## config.mk

```make
export PLATFORM = sky130hd
export DESIGN_NAME = decode_issue_flat
export DESIGN_NICKNAME = d
export VERILOG_FILES = /design/src/rtl/decode_issue_if.sv /design/src/rtl/decode_issue.sv /design/src/flat_wrapper.sv
export SDC_FILE = /design/constraint.sdc
export NUM_CORES = 1
export LEC_CHECK = 0
export ABC_AREA = 1
export CORE_ASPECT_RATIO = 0.6
export CORE_MARGIN = 2
export CORE_UTILIZATION = 43
export DETAILED_ROUTE_END_ITERATION = 10
export GPL_TIMING_DRIVEN = 0
export PLACE_DENSITY = 0.81
export SLEW_MARGIN = 20
export SYNTH_ARGS = -nofsm -noshare
export SYNTH_HDL_FRONTEND = slang
export SYNTH_SLANG_ARGS = --single-unit
```

## constraint.sdc

```tcl
create_clock -name clk -period 2.8 [get_ports clk]
set_clock_uncertainty 0.05 [all_clocks]
set_input_delay 0.56 -clock clk [delete_from_list [all_inputs] [get_ports clk]]
set_output_delay 0.56 -clock clk [all_outputs]
set_load 0.02 [all_outputs]
```

## src/rtl/decode_issue_if.sv

```systemverilog
// decode_issue_if: fetch, regfile, writeback and EX signals of the decode/issue stage.
// master = decode stage side, slave = surrounding pipeline / environment side.
interface decode_issue_if #(parameter int XLEN = 32);
   logic            flush;
   logic            if_valid;
   logic            if_ready;
   logic [XLEN-1:0] if_instr;
   logic [XLEN-1:0] if_pc;
   logic [4:0]      rf_a1;
   logic [4:0]      rf_a2;
   logic [XLEN-1:0] rf_rd1;
   logic [XLEN-1:0] rf_rd2;
   logic            wb_valid;
   logic [4:0]      wb_rd;
   logic [XLEN-1:0] wb_data;
   logic            ex_valid;
   logic            ex_ready;
   logic [XLEN-1:0] ex_pc;
   logic [XLEN-1:0] ex_instr;
   logic [XLEN-1:0] ex_rs1_val;
   logic [XLEN-1:0] ex_rs2_val;
   logic [4:0]      ex_rd;
   logic            ex_we;
   modport master (
      input  flush, if_valid, if_instr, if_pc, rf_rd1, rf_rd2, wb_valid, wb_rd, wb_data, ex_ready,
      output if_ready, rf_a1, rf_a2, ex_valid, ex_pc, ex_instr, ex_rs1_val, ex_rs2_val, ex_rd, ex_we
   );
   modport slave (
      output flush, if_valid, if_instr, if_pc, rf_rd1, rf_rd2, wb_valid, wb_rd, wb_data, ex_ready,
      input  if_ready, rf_a1, rf_a2, ex_valid, ex_pc, ex_instr, ex_rs1_val, ex_rs2_val, ex_rd, ex_we
   );
endinterface

```

## src/rtl/decode_issue.sv

```systemverilog
// decode_issue: RV32I decode/issue stage with a RAW scoreboard and one output register.
// Define FWD_WB_EN to forward the retiring writeback value into a stalled source operand.
module decode_issue #(
   parameter int XLEN = 32,
   parameter int NREG = 32
) (
   input logic           clk,
   input logic           rst,
   decode_issue_if.master bus
);
   localparam logic [6:0] OP     = 7'b0110011;
   localparam logic [6:0] OP_IMM = 7'b0010011;
   localparam logic [6:0] LOAD   = 7'b0000011;
   localparam logic [6:0] STORE  = 7'b0100011;
   localparam logic [6:0] BRANCH = 7'b1100011;
   localparam logic [6:0] JALR   = 7'b1100111;
   localparam logic [6:0] LUI    = 7'b0110111;
   localparam logic [6:0] AUIPC  = 7'b0010111;
   localparam logic [6:0] JAL    = 7'b1101111;

   logic [6:0]      opc;
   logic [4:0]      rs1, rs2, rd;
   logic            uses_rs1, uses_rs2, writes_rd, we;
   logic            fwd1, fwd2, hz1, hz2, accept;
   logic [XLEN-1:0] op1, op2;
   logic [NREG-1:0] busy, set_mask, clr_mask;

   assign opc       = bus.if_instr[6:0];
   assign rd        = bus.if_instr[11:7];
   assign rs1       = bus.if_instr[19:15];
   assign rs2       = bus.if_instr[24:20];
   assign bus.rf_a1 = rs1;
   assign bus.rf_a2 = rs2;

   always_comb begin
      uses_rs1  = opc inside {OP, OP_IMM, LOAD, STORE, BRANCH, JALR};
      uses_rs2  = opc inside {OP, STORE, BRANCH};
      writes_rd = opc inside {OP, OP_IMM, LOAD, LUI, AUIPC, JAL, JALR};
   end

`ifdef FWD_WB_EN
   // a busy source being retired this very cycle is satisfied by wb_data
   assign fwd1 = uses_rs1 & busy[rs1] & bus.wb_valid & (bus.wb_rd == rs1);
   assign fwd2 = uses_rs2 & busy[rs2] & bus.wb_valid & (bus.wb_rd == rs2);
   assign op1  = fwd1 ? bus.wb_data : bus.rf_rd1;
   assign op2  = fwd2 ? bus.wb_data : bus.rf_rd2;
`else
   assign fwd1 = 1'b0;
   assign fwd2 = 1'b0;
   assign op1  = bus.rf_rd1;
   assign op2  = bus.rf_rd2;
`endif

   assign hz1          = uses_rs1 & (rs1 != 5'd0) & busy[rs1] & ~fwd1;
   assign hz2          = uses_rs2 & (rs2 != 5'd0) & busy[rs2] & ~fwd2;
   assign bus.if_ready = ~rst & (~bus.ex_valid | bus.ex_ready) & ~(hz1 | hz2);
   assign accept       = bus.if_valid & bus.if_ready & ~bus.flush;
   assign we           = writes_rd & (rd != 5'd0);

   // set is OR-ed after clear so a new producer outlives an older one retiring
   assign set_mask = (accept & we) ? NREG'(1) << rd : '0;
   assign clr_mask = (bus.wb_valid & (bus.wb_rd != 5'd0)) ? NREG'(1) << bus.wb_rd : '0;

   always_ff @(posedge clk) begin
      if (rst) busy <= '0;
      else     busy <= (busy & ~clr_mask) | set_mask;
   end

   always_ff @(posedge clk) begin
      if (rst) begin
         bus.ex_valid   <= 1'b0;
         bus.ex_pc      <= '0;
         bus.ex_instr   <= '0;
         bus.ex_rs1_val <= '0;
         bus.ex_rs2_val <= '0;
         bus.ex_rd      <= '0;
         bus.ex_we      <= 1'b0;
      end else if (accept) begin
         bus.ex_valid   <= 1'b1;
         bus.ex_pc      <= bus.if_pc;
         bus.ex_instr   <= bus.if_instr;
         bus.ex_rs1_val <= op1;
         bus.ex_rs2_val <= op2;
         bus.ex_rd      <= writes_rd ? rd : 5'd0;
         bus.ex_we      <= we;
      end else if (bus.ex_ready) begin
         bus.ex_valid   <= 1'b0;
      end
   end
endmodule

```

## src/flat_wrapper.sv

```systemverilog
// flat-port wrapper written by rule: the top's interface ports become plain ports
module decode_issue_flat 
#(
   parameter int XLEN = 32,
   parameter int NREG = 32
)
  (clk, rst, bus_flush, bus_if_valid, bus_if_instr, bus_if_pc, bus_rf_rd1, bus_rf_rd2, bus_wb_valid, bus_wb_rd, bus_wb_data, bus_ex_ready, bus_if_ready, bus_rf_a1, bus_rf_a2, bus_ex_valid, bus_ex_pc, bus_ex_instr, bus_ex_rs1_val, bus_ex_rs2_val, bus_ex_rd, bus_ex_we);
  decode_issue_if #(.XLEN(XLEN)) bus_i ();
  input logic clk;
  input logic rst;
  input wire logic [$bits(bus_i.flush)-1:0] bus_flush;
  input wire logic [$bits(bus_i.if_valid)-1:0] bus_if_valid;
  input wire logic [$bits(bus_i.if_instr)-1:0] bus_if_instr;
  input wire logic [$bits(bus_i.if_pc)-1:0] bus_if_pc;
  input wire logic [$bits(bus_i.rf_rd1)-1:0] bus_rf_rd1;
  input wire logic [$bits(bus_i.rf_rd2)-1:0] bus_rf_rd2;
  input wire logic [$bits(bus_i.wb_valid)-1:0] bus_wb_valid;
  input wire logic [$bits(bus_i.wb_rd)-1:0] bus_wb_rd;
  input wire logic [$bits(bus_i.wb_data)-1:0] bus_wb_data;
  input wire logic [$bits(bus_i.ex_ready)-1:0] bus_ex_ready;
  output wire logic [$bits(bus_i.if_ready)-1:0] bus_if_ready;
  output wire logic [$bits(bus_i.rf_a1)-1:0] bus_rf_a1;
  output wire logic [$bits(bus_i.rf_a2)-1:0] bus_rf_a2;
  output wire logic [$bits(bus_i.ex_valid)-1:0] bus_ex_valid;
  output wire logic [$bits(bus_i.ex_pc)-1:0] bus_ex_pc;
  output wire logic [$bits(bus_i.ex_instr)-1:0] bus_ex_instr;
  output wire logic [$bits(bus_i.ex_rs1_val)-1:0] bus_ex_rs1_val;
  output wire logic [$bits(bus_i.ex_rs2_val)-1:0] bus_ex_rs2_val;
  output wire logic [$bits(bus_i.ex_rd)-1:0] bus_ex_rd;
  output wire logic [$bits(bus_i.ex_we)-1:0] bus_ex_we;
  assign bus_i.flush = bus_flush;
  assign bus_i.if_valid = bus_if_valid;
  assign bus_i.if_instr = bus_if_instr;
  assign bus_i.if_pc = bus_if_pc;
  assign bus_i.rf_rd1 = bus_rf_rd1;
  assign bus_i.rf_rd2 = bus_rf_rd2;
  assign bus_i.wb_valid = bus_wb_valid;
  assign bus_i.wb_rd = bus_wb_rd;
  assign bus_i.wb_data = bus_wb_data;
  assign bus_i.ex_ready = bus_ex_ready;
  assign bus_if_ready = bus_i.if_ready;
  assign bus_rf_a1 = bus_i.rf_a1;
  assign bus_rf_a2 = bus_i.rf_a2;
  assign bus_ex_valid = bus_i.ex_valid;
  assign bus_ex_pc = bus_i.ex_pc;
  assign bus_ex_instr = bus_i.ex_instr;
  assign bus_ex_rs1_val = bus_i.ex_rs1_val;
  assign bus_ex_rs2_val = bus_i.ex_rs2_val;
  assign bus_ex_rd = bus_i.ex_rd;
  assign bus_ex_we = bus_i.ex_we;
  decode_issue #(.XLEN(XLEN), .NREG(NREG)) u_core (.clk(clk), .rst(rst), .bus(bus_i));
endmodule
```

==> metrics.yaml, run 1 <==
run_status:
  status: "complete, but fails checks"
  violations: "design-rule violations"
critical_path:
  cp-end-kind: "output port"
  required_ps: 2190
  crit_fanout: 10
  r2r_start: "u_core.busy[15]"
  r2r_cells: 16
  critical_path_arrival_ps: 2130
  endpoint: "bus_if_ready"
  startpoint: "bus_if_instr[18]"
  worst_r2r_endpoint: "u_core.bus.ex_rs2_val[14]"
  r2r_setup_slack_ps: 420
  worstSetupPathType: "in2out"
  start_kind: "input port"
place:
  numPortBuffers: 278
  dp_hpwl_um: 21200
  dp.cells: 1508
  gp_congestion: 0.944
  post_dp_cell_area_um2: 10400
final_layout:
  fill_cells: 1402
  fin_area_um2: 11100
  fin_util_pct: 67.5
  nets: 1473
  area_growth_pct: 51.4
  stdcell_count: 1545
  drive_gt1_share_pct: 7.76
global_route:
  antenna_found_initial: 2
  grtUsageTotal_pct: 30.2
  grt_pass1_wl_um: 43800
  grt_pass1_vias: 8184
  grt_remaining_overflow: 0
  grt_max_degree: 22
route:
  viasPerCell: 5.53
  ant_nets: 0
  routed_wl_um: 28500
  drt_first_iter_violations: 945
  vias: 8549
  remaining_drc_errors: 3
  first_pass_iters: 11
  wl_per_cell_um: 18.4
timing:
  holdWs_ps: 411
  finalSetupTns_ps: 0
  rsz0062_at_grt: "false"
  slew_headroom_pct: 50.8
  finalCriticalPeriod_ps: 2740
  tightest_slew_ps: 728
  setup_viol: 0
  clock.fmax_ghz: 0.365
  final-hold-violation-count: 0
  final.period_utilization_pct: 98.0
  final_max_slew_viol_count: 0
yosys:
  synth_cell_types: 25
  syn_inst: 1002
  ys_ff_latch: 167
  ys_warn_count: 0
  synth.cell_area_um2: 7350
  yosysSeqAreaShare_pct: 45.5
  syn_nets: 1173
  syn_area_per_cell_um2: 7.34
clock_tree:
  clk_latency_ps: 430
  cts_tree: "yes"
  cts_sinks: 167
  root_buffer: "clkbuf_16"
  clkTransAtPathRegs_ps: 90
  h-tree-depth: 4
  numCtsBuffers: 17
  cts_hold_buffers: 0
  clock_path_buffers: 2
power:
  max-vdd-ir-drop_v: 0.000388
  p_comb_share_pct: 15.6
  pwr-share-seq_pct: 42.1
  p_clk_share_pct: 42.3
  p_sw_share_pct: 30.4
  p_int_mw: 4.09
  net-switching-power_mw: 1.78
  p_per_area_nw_per_um2: 528
  leakage_nw: 3.85
worst_hold_path:
  hp-class: "reg2reg"
die:
  die_area_um2: 18200
  io_pins: 317
  die_w_um: 173
  die_h_um: 105
  core_um2: 16500
  initial_core_util_pct: 44.6
  rows: 36
run:
  cap_violations: 0
kinds of logic (layout without fill, tap and decap cells):
logic type             count (synthesis)  after routing  synth area share, %
AOI/OAI and AO/OA                    206            206                 15.1
buffers and inverters                131            444                 8.93
DFF                                  167            167                 45.5
other                                  0              2                    0
and+or+nand+nor                      498            498                 30.5
synthesized netlist by cell type, drive strengths merged:
master	n	area share [%]
inv	33	1.7
nor3	14	0.95
clkinv	2	0.10
nand4	37	3.1
a31oi	1	0.085
a211oi	1	0.10
buf	55	5.0
nand2	233	12
o21ai	9	0.61
clkbuf	41	2.1
a21oi	169	12
o211ai	1	0.10
o41ai	11	1.3
nor2	26	1.6
o31ai	14	1.4
nand3	188	13
dfxtp	167	45
how the worst min path moves through the flow:
stage          slack (ps)                      start  cells after the start                   endpoint
2_1_floorplan         370             u_core.busy[0]                      2             u_core.busy[0]
3_3_place_gp          400     u_core.bus.ex_instr[3]                      2     u_core.bus.ex_instr[3]
3_5_place_dp          400   u_core.bus.ex_rs1_val[0]                      2   u_core.bus.ex_rs1_val[0]
4_1_cts               410  u_core.bus.ex_rs2_val[17]                      2  u_core.bus.ex_rs2_val[17]
5_1_grt               430  u_core.bus.ex_rs2_val[17]                      2  u_core.bus.ex_rs2_val[17]
6_report              410   u_core.bus.ex_rs1_val[0]                      2   u_core.bus.ex_rs1_val[0]
power by group through the flow:
stage / clock [mW] / sequential (mW) / combinational [mW]
after floorplan: 0 / 2.60 / 0.349
after global placement: 0 / 2.52 / 0.885
after detailed placement: 0 / 2.52 / 0.891
after CTS: 2.50 / 2.47 / 0.904
after global routing: 2.59 / 2.48 / 0.979
final: 2.48 / 2.47 / 0.918
per-stage QoR:
stage | power [mW] | setup slack (ps)
final | 5.87 | 57.3
after CTS | 5.87 | 10.3
after global placement | 3.41 | -1140
after detailed placement | 3.42 | -1170
after floorplan | 2.95 | 322
after global routing | 6.05 | 2.18
flip-flops by register name, summed over array words and instances, names as in the netlist:
| register | count |
|---|---|
| u_core.bus.ex_instr | 32 |
| u_core.bus.ex_pc | 32 |
| u_core.bus.ex_rd | 5 |
| u_core.bus.ex_rs1_val | 32 |
| u_core.bus.ex_rs2_val | 32 |
| u_core.bus.ex_valid | 1 |
| u_core.bus.ex_we | 1 |
| u_core.busy | 32 |
worst max-delay path, cell delays in order:
cell and delay, ps:
clkdlybuf4s50_1 610, inv_1 100, nand3_1 90, nand2_1 50, nand2_1 70, nand3_2 130
nand2_4 130, nor2_8 50, buf_4 170, buf_4 160
cell usage in the layout (no fill, tap or decap), types with 10 or more instances in the layout:
cell,count
clkdlybuf4s50_1,266
nand2_1,230
nand3_1,187
a21oi_1,168
dfxtp_1,167
clkbuf_1,40
buf_4,39
nand4_1,37
inv_1,29
nor2_1,22
clkbuf_16,17
nor3_1,14
o31ai_1,14
o41ai_1,11
buf_2,10
repair_timing:
action                     CTS  global route
resized for setup           30             9
cloned                       1             0
setup buffers                3             0
setup endpoints to repair    1             1
pin swaps                    9             1
per-layer routing:
layer | global-route usage [%] | share of wire, % | vias up
met1 | 40.2 | 43 | 3985
met5 | 0 | 0 | -
li1 | - | - | 4040
met3 | 11.3 | 12 | 51
met4 | 8.23 | 1.9 | 0
met2 | 46.0 | 44 | 473
layout make-up:
cell class	count	area, µm²	share of cell area (%)
tap	228	285	2.56
sequential	167	3340	30.0
multi-input combinational	704	3400	30.5
timing repair buffer	282	2800	25.2
inverter	35	140	1.26
clock inverter	15	209	1.88
buffer	95	526	4.72
clock buffer	17	425	3.82
antenna	2	5.00	0.0450
(Power assumes the default switching activity.)
==> run 2: changes to the inputs <==
--- a/config.mk
+++ b/config.mk
@@ -6,12 +6,15 @@
 export NUM_CORES = 1
 export LEC_CHECK = 0
 export ABC_AREA = 1
+export CELL_PAD_IN_SITES_DETAIL_PLACEMENT = 1
+export CELL_PAD_IN_SITES_GLOBAL_PLACEMENT = 1
 export CORE_ASPECT_RATIO = 0.6
 export CORE_MARGIN = 2
-export CORE_UTILIZATION = 43
+export CORE_UTILIZATION = 29
 export DETAILED_ROUTE_END_ITERATION = 10
+export GPL_ROUTABILITY_DRIVEN = 0
 export GPL_TIMING_DRIVEN = 0
-export PLACE_DENSITY = 0.81
+export PLACE_DENSITY_LB_ADDON = 0.1
 export SLEW_MARGIN = 20
 export SYNTH_ARGS = -nofsm -noshare
 export SYNTH_HDL_FRONTEND = slang
==> run 2 against run 1 <==
The flow now finishes without violations. Die area rose by 47%. Sequential cell count did not move. Critical path depth did not move. Critical endpoint unchanged. Largest cell class unchanged.
==> metrics.yaml, run 2 (same netlist as run 1, synthesis figures left out) <==
timing:
  setup_viol: 0
  finalSetupTns_ps: 0
  final.period_utilization_pct: 98.0
  final-hold-violation-count: 0
  slew_headroom_pct: 48.7
  final_max_slew_viol_count: 0
  rsz0062_at_grt: "false"
  clock.fmax_ghz: 0.365
  finalCriticalPeriod_ps: 2740
  tightest_slew_ps: 769
clock_tree:
  cts_tree: "yes"
  clkTransAtPathRegs_ps: 60
  clk_latency_ps: 440
  root_buffer: "clkbuf_16"
  numCtsBuffers: 17
  cts_sinks: 167
  h-tree-depth: 4
  clock_path_buffers: 2
power:
  p_clk_share_pct: 40.0
  leakage_nw: 3.84
  pwr-share-seq_pct: 43.3
  p_comb_share_pct: 16.7
  p_sw_share_pct: 27.0
  p_per_area_nw_per_um2: 510
  max-vdd-ir-drop_v: 0.000408
  net-switching-power_mw: 1.54
  p_int_mw: 4.17
worst_hold_path:
  hp-class: "reg2reg"
  hp-start: "u_core.bus.ex_pc[20]"
route:
  routed_wl_um: 33000
  first_pass_iters: 5
  top_layer_used: "met5"
  wl_per_cell_um: 20.1
  drt_first_iter_violations: 533
  dr_wl_met3_um: 3150
  remaining_drc_errors: 0
  viasPerCell: 5.15
  met2_wirelength_um: 13300
  vias: 8454
  ant_nets: 0
  drt-met1-wl_um: 16100
die:
  die_h_um: 127
  rows: 45
  die_area_um2: 26700
  core_um2: 25100
  io_pins: 317
  initial_core_util_pct: 29.3
  die_w_um: 210
global_route:
  grt_max_degree: 19
  grtUsageTotal_pct: 24.9
  grt_pass1_wl_um: 50500
  antenna_found_initial: 3
  grt_remaining_overflow: 0
  grt_pass1_vias: 8324
critical_path:
  crit_fanout: 6
  cp-end-kind: "output port"
  critical_path_arrival_ps: 2130
  worstSetupPathType: "in2out"
  start_kind: "input port"
  startpoint: "bus_if_instr[24]"
  required_ps: 2190
  r2r_start: "u_core.busy[14]"
final_layout:
  layout_commonest_cell: "clkdlybuf4s50_1"
  fin_util_pct: 44.6
  most-common-layout-cells: "clkdlybuf4s50_1 (266), nand2_1 (227), nand3_1 (187)"
  nets: 1474
  drive_gt1_share_pct: 7.93
  area_growth_pct: 52.4
place:
  dp_hpwl_um: 25700
  numPortBuffers: 278
run_status:
  status: "finished, final reports clean"
run:
  cap_violations: 0
run 2: cell types whose count changed in the layout (fill, tap and decap cells not counted), moves of 2 or more:
| cell | before | now |
|---|---|---|
| buf_4 | 39 | 41 |
| clkbuf_8 | 1 | 6 |
| clkdlybuf4s15_1 | 2 | 0 |
| clkinv_2 | 0 | 4 |
| clkinv_8 | 7 | 0 |
| inv_12 | 3 | 0 |
| inv_6 | 4 | 0 |
| nand2_1 | 230 | 227 |
| nand2_2 | 1 | 4 |
| nor2_4 | 2 | 4 |
run 2: critical path, stage by stage:
cell           delay, ps
dlygate4sd2_1        380
nor2_4               230
nand2_1               80
nand2_1              130
inv_1                 70
a21oi_2              190
nor2_4                80
nor2_8               160
buf_12               120
buf_4                130
run 2: power by group through the flow:
stage	logic [mW]	clock network (mW)	registers [mW]
after global routing	1.03	2.44	2.48
after detailed placement	0.933	0	2.52
after CTS	0.950	2.33	2.47
final	0.955	2.29	2.47
after global placement	0.924	0	2.52
after floorplan	0.349	0	2.60
run 2: layer usage:
metal,up-vias,track usage [%]
li1,4035,-
met1,4109,36.6
met2,279,34.5
met3,27,9.29
met4,4,5.17
met5,-,0
run 2: cell type report:
class / count / area [µm²]
inverter: 35 / 140
buffer: 95 / 542
multi-input combinational: 704 / 3420
sequential: 167 / 3340
tap: 329 / 412
timing repair buffer: 283 / 2800
fill: 3096 / 13900
clock buffer: 24 / 502
clock inverter: 4 / 45.0
antenna: 1 / 2.50
run 2: final timing paths:
kind	to	slack (ps)	depth (start not counted)
setup / recovery	bus_if_ready	60	10
hold / removal	u_core.bus.ex_pc[20]	410	2
setup reg to reg	u_core.bus.ex_instr[9]	400	17
hold reg to reg	u_core.bus.ex_pc[20]	410	2
run 2: timing repair:
item,in CTS,in global routing
pin swaps,8,2
resized for setup,41,16
hold buffers,0,0
endpoints found under the setup margin,140,8
endpoints found under the hold margin,0,0
buffers inserted,5,0
run 2: per-stage QoR:
stage	std cells	total power [mW]	hold WS [ps]	setup WS (ps)	instance area [µm²]
floorplan	1002	2.95	366	322	7350
detailed placement	1609	3.46	402	-1380	10500
finish	1642	5.72	411	56.6	11200
global route	1641	5.95	429	0.991	11200
global placement	1609	3.45	396	-1370	10500
CTS	1641	5.75	412	10.6	11200
==> run 3: changes to the inputs <==
--- a/config.mk
+++ b/config.mk
@@ -6,11 +6,11 @@
 export NUM_CORES = 1
 export LEC_CHECK = 0
 export ABC_AREA = 1
-export CELL_PAD_IN_SITES_DETAIL_PLACEMENT = 1
-export CELL_PAD_IN_SITES_GLOBAL_PLACEMENT = 1
+export CELL_PAD_IN_SITES_DETAIL_PLACEMENT = 0
+export CELL_PAD_IN_SITES_GLOBAL_PLACEMENT = 2
 export CORE_ASPECT_RATIO = 0.6
 export CORE_MARGIN = 2
-export CORE_UTILIZATION = 29
+export CORE_UTILIZATION = 22
 export DETAILED_ROUTE_END_ITERATION = 10
 export GPL_ROUTABILITY_DRIVEN = 0
 export GPL_TIMING_DRIVEN = 0
==> run 3 against run 2 <==
Global-route usage shrank 6.2 points. Clock power grew 15%. Utilization shrank 9.5 points. Final cell count grew 7.7%. Critical endpoint unchanged. Final area grew 2.3%.
==> metrics.yaml, run 3 (same netlist as run 1, synthesis figures left out) <==
power:
  max-vdd-ir-drop_v: 0.000393
  p_per_area_nw_per_um2: 528
  p_sw_share_pct: 27.5
  p_clk_share_pct: 43.4
  leakage_nw: 3.88
  p_int_mw: 4.39
  net-switching-power_mw: 1.66
  p_comb_share_pct: 15.8
  pwr-share-seq_pct: 40.8
timing:
  slew_headroom_pct: 51.6
  setup_viol: 0
  fin_ws_ps: 101
  final_max_slew_viol_count: 0
  finalSetupTns_ps: 0
  tightest_slew_ps: 726
  clock.fmax_ghz: 0.371
  final.period_utilization_pct: 96.4
  holdWs_ps: 410
  finalCriticalPeriod_ps: 2700
  final-hold-violation-count: 0
critical_path:
  r2r_start: "u_core.busy[15]"
  r2r_cells: 16
  startpoint: "bus_if_instr[20]"
  required_ps: 2190
  cp-end-kind: "output port"
  crit_fanout: 13
  r2r_setup_slack_ps: 450
  cp.depth: 14
  worst-path-buf-inv: 6
  critical_path_arrival_ps: 2090
  cp_top_family: "buffers and inverters"
  worst_r2r_endpoint: "u_core.bus.ex_rs2_val[16]"
  critical_path.cell_chain: "buf_6 > inv_4 > buf_6 > nand2_1 > nand3_1 > nand2_2 > nand2_1 > nand2_2 > inv_1 > a21oi_2 > nor2_4 > nor2_8 > buf_8 > buf_4"
  slowest_delay_ps: 190
  crit_slowest_cell: "a21oi_2"
  start_kind: "input port"
  worstSetupPathType: "in2out"
  endpoint: "bus_if_ready"
route:
  first_pass_iters: 5
  wl_per_cell_um: 18.9
  vias: 8162
  remaining_drc_errors: 0
  drt_first_iter_violations: 539
  routed_wl_um: 33300
  ant_nets: 0
  viasPerCell: 4.62
clock_tree:
  clk_latency_ps: 450
  clkTransAtPathRegs_ps: 70
  numCtsBuffers: 17
  clock_path_buffers: 2
  cts_hold_buffers: 0
  root_buffer: "clkbuf_16"
  h-tree-depth: 4
  cts_tree: "yes"
  cts_sinks: 167
worst_hold_path:
  hp-class: "reg2reg"
  min_path_cells: 2
place:
  dp_hpwl_um: 26100
  dp.cells: 1730
  pre_cts_slack_ps: -1480
  numPortBuffers: 278
final_layout:
  drive_gt1_share_pct: 8.81
  area.sequential_um2: 3340
  area_growth_pct: 55.8
  stdcell_count: 1768
  layout_commonest_cell: "clkdlybuf4s50_1"
  multiInputGateArea_um2: 3440
  nets: 1474
  fill_cells: 3587
  most-common-layout-cells: "clkdlybuf4s50_1 (263), nand2_1 (224), nand3_1 (187)"
die:
  initial_core_util_pct: 22.5
  die_w_um: 240
  die_area_um2: 35000
  die_h_um: 146
  core_um2: 32700
  io_pins: 317
  rows: 51
global_route:
  grt_max_degree: 17
  grt_pass1_vias: 7540
  grtUsageTotal_pct: 18.8
  grt_remaining_overflow: 0
  antenna_found_initial: 3
  grt_pass1_wl_um: 49000
run:
  cap_violations: 0
run_status:
  status: "finished, final reports clean"
run 3: cell types whose count changed in the layout (fill, tap and decap cells not counted), moves of 2 or more:
| cell | change |
|---|---|
| clkinv_4 | +2 |
| clkdlybuf4s50_1 | -3 |
| buf_2 | +2 |
| nand2_2 | +2 |
| inv_6 | +3 |
| buf_4 | -2 |
| clkinv_2 | -2 |
| nand2_1 | -3 |
| buf_6 | +2 |
| clkbuf_8 | -4 |
| bufinv_16 | +3 |
| dlygate4sd2_1 | +3 |
run 3: final cells by class:
cell class	instances	share of cell area (%)
multi-input combinational	704	30.0
clock inverter	13	1.68
tap	450	4.91
clock buffer	19	3.86
antenna	2	0.0437
timing repair buffer	283	24.4
sequential	167	29.2
inverter	35	1.23
buffer	95	4.75
run 3: timing repair:
action / 4_1_cts / 5_1_grt
pin swaps: 12 / 2
gates resized for setup: 68 / 6
setup endpoints to repair: 167 / 2
buffers inserted: 5 / 0
run 3: how the worst min path moves through the flow:
stage | from | endpoint | slack [ps]
finish | u_core.bus.ex_instr[11] | u_core.bus.ex_instr[11] | 410
global route | u_core.bus.ex_rs2_val[2] | u_core.bus.ex_rs2_val[2] | 430
CTS | bus_if_instr[16] | u_core.bus.ex_instr[16] | 410
detailed placement | u_core.bus.ex_rs1_val[23] | u_core.bus.ex_rs1_val[23] | 400
global placement | u_core.bus.ex_rs1_val[12] | u_core.bus.ex_rs1_val[12] | 400
floorplan | u_core.busy[0] | u_core.busy[0] | 370
run 3: per-stage QoR:
| stage | area [µm²] | util [%] | total power [mW] |
|---|---|---|---|
| global route | 11500 | 35.1 | 6.29 |
| floorplan | 7350 | - | 2.95 |
| CTS | 11500 | 35.1 | 6.11 |
| detailed placement | 10700 | 32.8 | 3.46 |
| global placement | 10700 | 32.8 | 3.47 |
| finish | 11500 | 35.1 | 6.05 |
run 3: per-layer routing:
metal / global-route usage [%] / part of all wire [%] / vias to the layer above
li1: - / - / 4045
met2: 24.8 / 40 / 242
met3: 6.37 / 7.8 / 20
met4: 3.51 / 0.94 / 2
met1: 28.9 / 52 / 3853
met5: 0 / 0.039 / -
run 3: power by group through the flow:
stage          combinational [mW]  sequential, mW  clock [mW]
6_report                    0.953            2.47        2.63
4_1_cts                     0.959            2.47        2.69
3_3_place_gp                0.945            2.52           0
2_1_floorplan               0.349            2.60           0
3_5_place_dp                0.937            2.52           0
5_1_grt                      1.03            2.48        2.79
run 3: tightest hold or removal path, delay by kind of cell, from the launching register on:
kind | cells | cell delay (ps)
and+or+nand+nor | 1 | 60
AOI/OAI and AO/OA | 1 | 50
DFF | 1 | 310
